<file path="config.mk">
export PLATFORM = sky130hd
export DESIGN_NAME = ingress_loader
export DESIGN_NICKNAME = d
export VERILOG_FILES = /design/src/rtl/switch_pkg.sv /design/src/rtl/ingress_fifo.sv /design/src/rtl/ingress_loader.sv
export SDC_FILE = /design/constraint.sdc
export NUM_CORES = 2
export LEC_CHECK = 0
export CORE_ASPECT_RATIO = 1.5
export CORE_MARGIN = 2
export CORE_UTILIZATION = 50
export DETAILED_ROUTE_END_ITERATION = 7
export GPL_TIMING_DRIVEN = 0
export PLACE_DENSITY = 0.67
export REMOVE_ABC_BUFFERS = 1
export SLEW_MARGIN = 20
export SYNTH_ARGS = -nofsm -noshare
export SYNTH_HDL_FRONTEND = slang
export SYNTH_SLANG_ARGS = --single-unit
</file>
<file path="constraint.sdc">
create_clock -name clk -period 3.9 [get_ports clk]
set_clock_uncertainty 0.05 [all_clocks]
set_input_delay 0.585 -clock clk [delete_from_list [all_inputs] [get_ports clk]]
set_output_delay 0.585 -clock clk [all_outputs]
set_load 0.03 [all_outputs]
</file>
<file path="src/rtl/switch_pkg.sv">
// Shared constants for the CPU-to-switch ingress path: bus widths, port count,
// Avalon register map and status/control bit positions.
package switch_pkg;

    localparam int DW     = 8;
    localparam int NPORTS = 3;

    localparam logic [2:0] ADDR_STATUS = 3'd0;
    localparam logic [2:0] ADDR_PUSH0  = 3'd1;
    localparam logic [2:0] ADDR_PUSH1  = 3'd2;
    localparam logic [2:0] ADDR_PUSH2  = 3'd3;
    localparam logic [2:0] ADDR_STAT0  = 3'd4;
    localparam logic [2:0] ADDR_STAT1  = 3'd5;
    localparam logic [2:0] ADDR_STAT2  = 3'd6;
    localparam logic [2:0] ADDR_CTRL   = 3'd7;

    localparam int STATUS_EMPTY_LSB = 0;
    localparam int STATUS_FULL_LSB  = 3;
    localparam int CTRL_EN_BIT      = 0;
    localparam int CTRL_OVF_LSB     = 1;

endpackage

</file>
<file path="src/rtl/ingress_fifo.sv">
// Show-ahead FIFO feeding one switch input: push/pop/flush, head byte, fill count,
// full and empty flags. Flush takes priority over push and pop in the same cycle.
module ingress_fifo #(
    parameter int  DEPTH = 64,
    parameter int  DW    = 8,
    localparam int AW    = $clog2(DEPTH)
) (
    input  logic          clk,
    input  logic          reset_n,
    input  logic          push,
    input  logic          pop,
    input  logic          flush,
    input  logic [DW-1:0] wdata,
    output logic [DW-1:0] head,
    output logic [AW:0]   count,
    output logic          full,
    output logic          empty
);

    localparam logic [AW:0]   CNT_FULL = (AW+1)'(DEPTH);
    localparam logic [AW:0]   CNT_ONE  = (AW+1)'(1);
    localparam logic [AW-1:0] PTR_ONE  = AW'(1);

    logic [DW-1:0] mem_r [DEPTH];
    logic [AW-1:0] wr_ptr_r;
    logic [AW-1:0] rd_ptr_r;
    logic [AW:0]   count_r;
    logic          full_s;
    logic          empty_s;
    logic          push_ok_s;
    logic          pop_ok_s;

    assign full_s    = (count_r == CNT_FULL);
    assign empty_s   = (count_r == {(AW+1){1'b0}});
    // Full is judged on the pre-cycle count, so a same-cycle pop never makes room.
    assign push_ok_s = push & ~full_s & ~flush;
    assign pop_ok_s  = pop & ~empty_s & ~flush;

    // Pointer and occupancy bookkeeping.
    always_ff @(posedge clk) begin
        if (!reset_n || flush) begin
            wr_ptr_r <= {AW{1'b0}};
            rd_ptr_r <= {AW{1'b0}};
            count_r  <= {(AW+1){1'b0}};
        end else begin
            if (push_ok_s) wr_ptr_r <= wr_ptr_r + PTR_ONE;
            if (pop_ok_s)  rd_ptr_r <= rd_ptr_r + PTR_ONE;
            case ({push_ok_s, pop_ok_s})
                2'b10:   count_r <= count_r + CNT_ONE;
                2'b01:   count_r <= count_r - CNT_ONE;
                default: count_r <= count_r;
            endcase
        end
    end

    // Storage write; contents need no reset because empty gates the head.
    always_ff @(posedge clk) begin
        if (push_ok_s) mem_r[wr_ptr_r] <= wdata;
    end

    // Head byte, forced to zero while empty.
    always_comb begin
        head = {DW{1'b0}};
        if (empty_s) begin
            head = {DW{1'b0}};
        end else begin
            head = mem_r[rd_ptr_r];
        end
    end

    assign count = count_r;
    assign full  = full_s;
    assign empty = empty_s;

endmodule

</file>
<file path="src/rtl/ingress_loader.sv">
// Avalon-MM slave loading CPU bytes into per-port FIFOs that stream into the switch inputs.
// Optional per-port issued-byte counters are built when INGRESS_STATS_EN is defined.
module ingress_loader
    import switch_pkg::*;
#(
    parameter int DEPTH = 64
) (
    input  logic                 clk,
    input  logic                 reset_n,
    input  logic                 chipselect,
    input  logic                 read,
    input  logic                 write,
    input  logic [2:0]           address,
    input  logic [DW-1:0]        writedata,
    output logic [DW-1:0]        readdata,
    output logic [NPORTS*DW-1:0] tx_data,
    output logic [NPORTS-1:0]    tx_valid,
    input  logic [NPORTS-1:0]    tx_ready
);

    localparam int AW = $clog2(DEPTH);

    logic              wr_s;
    logic              rd_s;
    logic [NPORTS-1:0] push_s;
    logic [NPORTS-1:0] flush_s;
    logic [NPORTS-1:0] pop_s;
    logic [NPORTS-1:0] full_s;
    logic [NPORTS-1:0] empty_s;
    logic [NPORTS-1:0] ovf_set_s;
    logic [NPORTS-1:0] ovf_clr_s;
    logic [AW:0]       count_s [NPORTS];
    logic [DW-1:0]     head_s [NPORTS];
    logic [DW-1:0]     stat_view_s [NPORTS];
    logic [DW-1:0]     rd_mux_s;
    logic              enable_r;
    logic [NPORTS-1:0] ovf_r;
    logic [DW-1:0]     readdata_r;

    assign wr_s      = chipselect & write;
    assign rd_s      = chipselect & read;
    assign tx_valid  = {NPORTS{enable_r}} & ~empty_s;
    assign pop_s     = tx_valid & tx_ready;
    // A push dropped by a same-cycle flush is not an overflow.
    assign ovf_set_s = push_s & full_s & ~flush_s;

    // Write decode: pushes, flush mask and overflow clear.
    always_comb begin
        push_s    = {NPORTS{1'b0}};
        flush_s   = {NPORTS{1'b0}};
        ovf_clr_s = {NPORTS{1'b0}};
        if (wr_s) begin
            case (address)
                ADDR_STATUS: flush_s   = writedata[STATUS_EMPTY_LSB +: NPORTS];
                ADDR_PUSH0:  push_s    = 3'b001;
                ADDR_PUSH1:  push_s    = 3'b010;
                ADDR_PUSH2:  push_s    = 3'b100;
                ADDR_CTRL:   ovf_clr_s = writedata[CTRL_OVF_LSB +: NPORTS];
                default:     push_s    = {NPORTS{1'b0}};
            endcase
        end else begin
            push_s = {NPORTS{1'b0}};
        end
    end

    for (genvar p = 0; p < NPORTS; p++) begin : g_port
        ingress_fifo #(
            .DEPTH (DEPTH),
            .DW    (DW)
        ) u_fifo (
            .clk     (clk),
            .reset_n (reset_n),
            .push    (push_s[p]),
            .pop     (pop_s[p]),
            .flush   (flush_s[p]),
            .wdata   (writedata),
            .head    (head_s[p]),
            .count   (count_s[p]),
            .full    (full_s[p]),
            .empty   (empty_s[p])
        );
        assign tx_data[p*DW +: DW] = head_s[p];
    end

    // Enable bit and sticky overflow flags; a new overflow wins over a same-cycle clear.
    always_ff @(posedge clk) begin
        if (!reset_n) begin
            enable_r <= 1'b0;
            ovf_r    <= {NPORTS{1'b0}};
        end else begin
            if (wr_s && (address == ADDR_CTRL)) enable_r <= writedata[CTRL_EN_BIT];
            ovf_r <= (ovf_r & ~ovf_clr_s) | ovf_set_s;
        end
    end

`ifdef INGRESS_STATS_EN
    logic [7:0] stat_r [NPORTS];

    // Issued-byte counters: wrap at 255, cleared together with their FIFO.
    always_ff @(posedge clk) begin
        for (int p = 0; p < NPORTS; p++) begin
            if (!reset_n || flush_s[p]) begin
                stat_r[p] <= 8'd0;
            end else if (pop_s[p]) begin
                stat_r[p] <= stat_r[p] + 8'd1;
            end
        end
    end

    // Counter view for the register read mux.
    always_comb begin
        for (int p = 0; p < NPORTS; p++) stat_view_s[p] = DW'(stat_r[p]);
    end
`else
    // Counters are not built; their addresses read as zero.
    always_comb begin
        for (int p = 0; p < NPORTS; p++) stat_view_s[p] = {DW{1'b0}};
    end
`endif

    // Register read mux.
    always_comb begin
        rd_mux_s = {DW{1'b0}};
        case (address)
            ADDR_STATUS: rd_mux_s = DW'({full_s, empty_s});
            ADDR_PUSH0:  rd_mux_s = DW'(count_s[0]);
            ADDR_PUSH1:  rd_mux_s = DW'(count_s[1]);
            ADDR_PUSH2:  rd_mux_s = DW'(count_s[2]);
            ADDR_STAT0:  rd_mux_s = stat_view_s[0];
            ADDR_STAT1:  rd_mux_s = stat_view_s[1];
            ADDR_STAT2:  rd_mux_s = stat_view_s[2];
            ADDR_CTRL:   rd_mux_s = DW'({ovf_r, enable_r});
            default:     rd_mux_s = {DW{1'b0}};
        endcase
    end

    // Registered read data, zero on cycles without a read strobe.
    always_ff @(posedge clk) begin
        if (!reset_n) begin
            readdata_r <= {DW{1'b0}};
        end else if (rd_s) begin
            readdata_r <= rd_mux_s;
        end else begin
            readdata_r <= {DW{1'b0}};
        end
    end

    assign readdata = readdata_r;

endmodule

</file>
==> results.txt <==
The run finished with clean final reports. The internal reg-to-reg setup slack came out at ~0.15 ns. The aggregate global routing overflow came out at 0. Entering global routing, the biggest net connects roughly 140 pins. The worst setup margin came out at roughly 0.057 ns. The count of final setup violators is 0. The number of distinct library cells after synthesis is 65. The average instance in the mapped netlist occupies 19.62 sq um.

In the final routed layout, each cell accounts on average for 27.39 um. The placeable core area came out at 127,100 sq um. TritonCTS built the clock tree. The library cell used as clock root buffer is sky130_fd_sc_hd__clkbuf_16. The final max-slew violation count is 0. The post-synthesis cell count is 3,268. The number of clock buffers inserted by TritonCTS is around 150.

The later pin in the worst-skew pair is clocked with a latency of roughly 0.76 ns. For this run, the total global-route usage over all layers was measured as 21.83%. Cell internal power was estimated by the tool at between 20 and 30 mW. The required time at the endpoint of the critical path came out at approximately 3.3 ns.

The number of hold buffers added after CTS came out at 0. The first-pass GRT wire length came out at about 210,000 um. The quantity of I/O buffers inserted on ports is 52. The most used flip-flop cell after synthesis is sky130_fd_sc_hd__edfxtp_1. In this run the critical register-to-register path is launched from g_port[0].u_fifo.count[2]$_SDFFE_PP0P_. In the final layout, the share of cells above drive strength 1 is 25.43%.

The count of non-filler cells in the finished layout is about 5,200. The floorplan step set the die width to about 300 um. At the worst endpoint, the arrival time is around 3.2 ns. The library cell used most frequently in the layout, excluding fill and tap cells, is sky130_fd_sc_hd__edfxtp_1. The count of placed standard cells including taps came out at a little under 5,000.

The total power density per cell area is ~470 nW/um^2. The average vias per placed instance came out at roughly 6. The final net count came out at about 3,400. In the routed design, unresolved DRC markers number 0. Counting flops and latches in the post-synthesis netlist gives 1,622.

The number of optimization iterations in the first detailed-route pass came out at 7. The final critical path takes up 98.55% of the cycle. The final wirelength came out at 141,700 um. The largest buffer count on any clock path came out at 3. STA classifies the critical path endpoint as an output port. The count of flip-flops with a built-in enable after synthesis is approximately 1,500.

The count of nets left with antenna violations once routing finished came out at 0. The fraction of power spent switching nets is 19.63%. The via count of the first global-routing pass is approximately 33,000. The initial utilization of the core area, before any placement, comes to between 50 and 60%. The maximum achievable frequency is around 0.26 GHz. Detailed routing inserted a total of 31,370 vias. The placement row count came out at 160. The antenna diode count came out at 0. For the pin with the worst max-slew slack, the measured transition is between 1 and 1.5 ns. Before CTS, the worst setup slack after placement is -1.516 ns. The reported net switching power is between 6 and 7 mW. The height of the die is around 440 um. The final-report hold violation count was 0.

The total of warnings raised by yosys came out at 0. The leakage dissipation is between 20 and 25 nW. The worst setup path is launched from a flip-flop. In the layout the commonest cells are sky130_fd_sc_hd__edfxtp_1 (1,536), sky130_fd_sc_hd__mux4_2 (384), sky130_fd_sc_hd__nor2_1 (204). The weighted congestion at the end of routability-driven global placement is slightly below 0.9. The fraction of registers with async set or reset after synthesis is 0%.

The clock period minus final worst setup slack came out at slightly below 4 ns. The share of power burned in the clock network is 42.0%. The DRC violation total after the first TritonRoute iteration came out at 3,009. The worst hold path class is input pin to flip-flop. The number of levels in the clock H-tree came out at 4. 54 I/O pins were placed. The sequential share of the synthesized area is between 70% and 80%. The max-cap check violation count is 0. Measured in cells, the most critical reg-to-reg path has a length of 7. The synthesis-to-finish area growth came out at 13.64%. The relative contribution of sequential cells to total power came out at around 56%. The floorplan step defined a die boundary enclosing approximately 130,000 sq um. The critical path ends at tx_data[17]. Counting every sink on the clock net gives ~1,600. The proportion of power drawn by combinational gates came out at about 1.8%. The capturing point of the worst reg2reg path is g_port[0].u_fifo.mem_r[8][3]$_DFFE_PP_.

Clock-pin slew was measured on the worst setup and hold paths at ~0.06 ns. On the final layout, the worst hold slack is between 0.15 and 0.2 ns. The cell area after technology mapping came out at between 60,000 and 70,000 sq um. After legalization and detailed placement, the total HPWL measured between 80,000 and 90,000 um. The highest ir drop seen on vdd came out at between 300 and 400 uV.

The number of antenna violations at the first check in global routing is 1. The worst pin sits at a relative slew slack of approximately 30%. The highest net fanout along the worst path is 49. The critical path in this run is classified as flip-flop to output port.
## repair_timing
item / CTS / global route
gates cloned: 11 / 1
buffers inserted: 23 / 9
pin swaps: 3 / 4
gates resized for setup: 210 / 78
endpoints found under the setup margin: 1166 / 931
## kinds of logic (layout without fill, tap and decap cells)
family	Yosys count	after routing	synth area share, %
fa+ha+maj	13	13	0.2537
simple gates	546	546	3.799
mux	590	590	16.70
compound gates	239	239	2.669
other cells	1	1	0.005848
flops	1622	1622	74.61
buf+inv	213	417	1.356
xor+xnor	44	44	0.6010
## registers in the layout, indices dropped and copies added (netlist names), named ones only
name / flops
g_port.u_fifo.wr_ptr_r: 18
g_port.u_fifo.count: 21
enable_r: 1
g_port.u_fifo.mem_r: 1536
g_port.u_fifo.rd_ptr_r: 18
ovf_r: 3
readdata: 7
## worst min path at each step
stage	start	endpoint	slack [ns]	cells after the start
floorplan	ovf_r[2]$_SDFF_PN0_	ovf_r[2]$_SDFF_PN0_	0.39	2
global placement	ovf_r[2]$_SDFF_PN0_	ovf_r[2]$_SDFF_PN0_	0.41	2
detailed placement	ovf_r[2]$_SDFF_PN0_	ovf_r[2]$_SDFF_PN0_	0.40	2
CTS	writedata[7]	g_port[1].u_fifo.mem_r[17][7]$_DFFE_PP_	0.15	1
global route	writedata[7]	g_port[1].u_fifo.mem_r[55][7]$_DFFE_PP_	0.17	1
finish	writedata[7]	g_port[1].u_fifo.mem_r[50][7]$_DFFE_PP_	0.20	1
## area by class of cell
type	instances	area, sq um
Inverter	22	86.33
Multi-Input combinational cell	1433	16000
Timing Repair Buffer	131	2067
Fill cell	9185	54250
Clock inverter	75	699.4
Clock buffer	189	4015
Tap cell	1701	2128
Sequential cell	1622	47880
## per-layer routing
metal  GRT usage [%]  routed length, um  part of all wire, %  up-vias
met5               0                  7               0.0049        -
met4           9.476               5886                  4.2        2
met3           4.008               8645                  6.1      305
met2           36.43              72850                   51     1149
met1           28.05              54280                   38    16410
li1                -                  -                    -    13500
## cells in the mapped netlist, types with 5 or more instances
library cell	n	area [sq um]
sky130_fd_sc_hd__nand2b_1	7	43.79
sky130_fd_sc_hd__o22ai_1	25	156.4
sky130_fd_sc_hd__nand3b_1	11	82.58
sky130_fd_sc_hd__a211oi_1	5	37.54
sky130_fd_sc_hd__buf_2	47	235.2
sky130_fd_sc_hd__or3_1	13	81.33
sky130_fd_sc_hd__mux4_2	384	8648
sky130_fd_sc_hd__xnor2_1	16	140.1
sky130_fd_sc_hd__and3_1	6	37.54
sky130_fd_sc_hd__buf_1	35	131.4
sky130_fd_sc_hd__nor4_1	8	50.05
sky130_fd_sc_hd__nor3_1	12	60.06
sky130_fd_sc_hd__nand4_1	11	68.82
sky130_fd_sc_hd__o21ai_0	17	85.08
sky130_fd_sc_hd__inv_1	20	75.07
sky130_fd_sc_hd__a21o_1	5	37.54
sky130_fd_sc_hd__edfxtp_1	1536	46120
sky130_fd_sc_hd__a31oi_1	14	87.58
sky130_fd_sc_hd__nor2b_1	16	100.1
sky130_fd_sc_hd__nor2_1	278	1044
sky130_fd_sc_hd__or2_2	6	37.54
sky130_fd_sc_hd__dfxtp_1	86	1722
sky130_fd_sc_hd__xor2_1	28	245.2
sky130_fd_sc_hd__and2_1	9	56.30
sky130_fd_sc_hd__o211ai_1	11	82.58
sky130_fd_sc_hd__a21oi_1	35	175.2
sky130_fd_sc_hd__nand2_1	119	446.7
sky130_fd_sc_hd__ha_1	13	162.7
sky130_fd_sc_hd__nand3_1	31	155.2
sky130_fd_sc_hd__a22oi_1	97	728.2
sky130_fd_sc_hd__mux2i_1	205	2052
sky130_fd_sc_hd__clkbuf_1	107	401.6
sky130_fd_sc_hd__or3b_2	5	43.79
## through the flow
stage / total power, mW / cell area, sq um / util, % / TNS, ns
2_1_floorplan: 19.59 / 63340 / - / -84.89
3_3_place_gp: 20.10 / 65990 / 51.91 / -8332.29
3_5_place_dp: 20.02 / 66960 / 52.67 / -1448.69
4_1_cts: 34.11 / 72670 / 57.17 / -35.83
5_1_grt: 34.78 / 72870 / 57.32 / -0.07063
6_report: 33.89 / 72870 / 57.32 / 0
## worst max-delay path, cell delays in order (launching register included)
cell                      delay, ns
sky130_fd_sc_hd__dfxtp_4       0.36
sky130_fd_sc_hd__buf_16        0.26
sky130_fd_sc_hd__buf_12        0.26
sky130_fd_sc_hd__mux4_2        0.23
sky130_fd_sc_hd__mux2i_1       0.08
sky130_fd_sc_hd__a22oi_1       0.39
sky130_fd_sc_hd__nand2_1       0.26
sky130_fd_sc_hd__o22ai_1       0.29
sky130_fd_sc_hd__buf_2         0.26
## power by group through the flow
| stage | Combinational (mW) | Sequential (mW) | Clock, mW |
|---|---|---|---|
| 2_1_floorplan | 0.153 | 19.4 | 0 |
| 3_3_place_gp | 0.522 | 19.6 | 0 |
| 3_5_place_dp | 0.596 | 19.4 | 0 |
| 4_1_cts | 0.597 | 19.0 | 14.5 |
| 5_1_grt | 0.639 | 19.0 | 15.1 |
| 6_report | 0.595 | 19.1 | 14.2 |
Power figures use the tool's default switching activity.
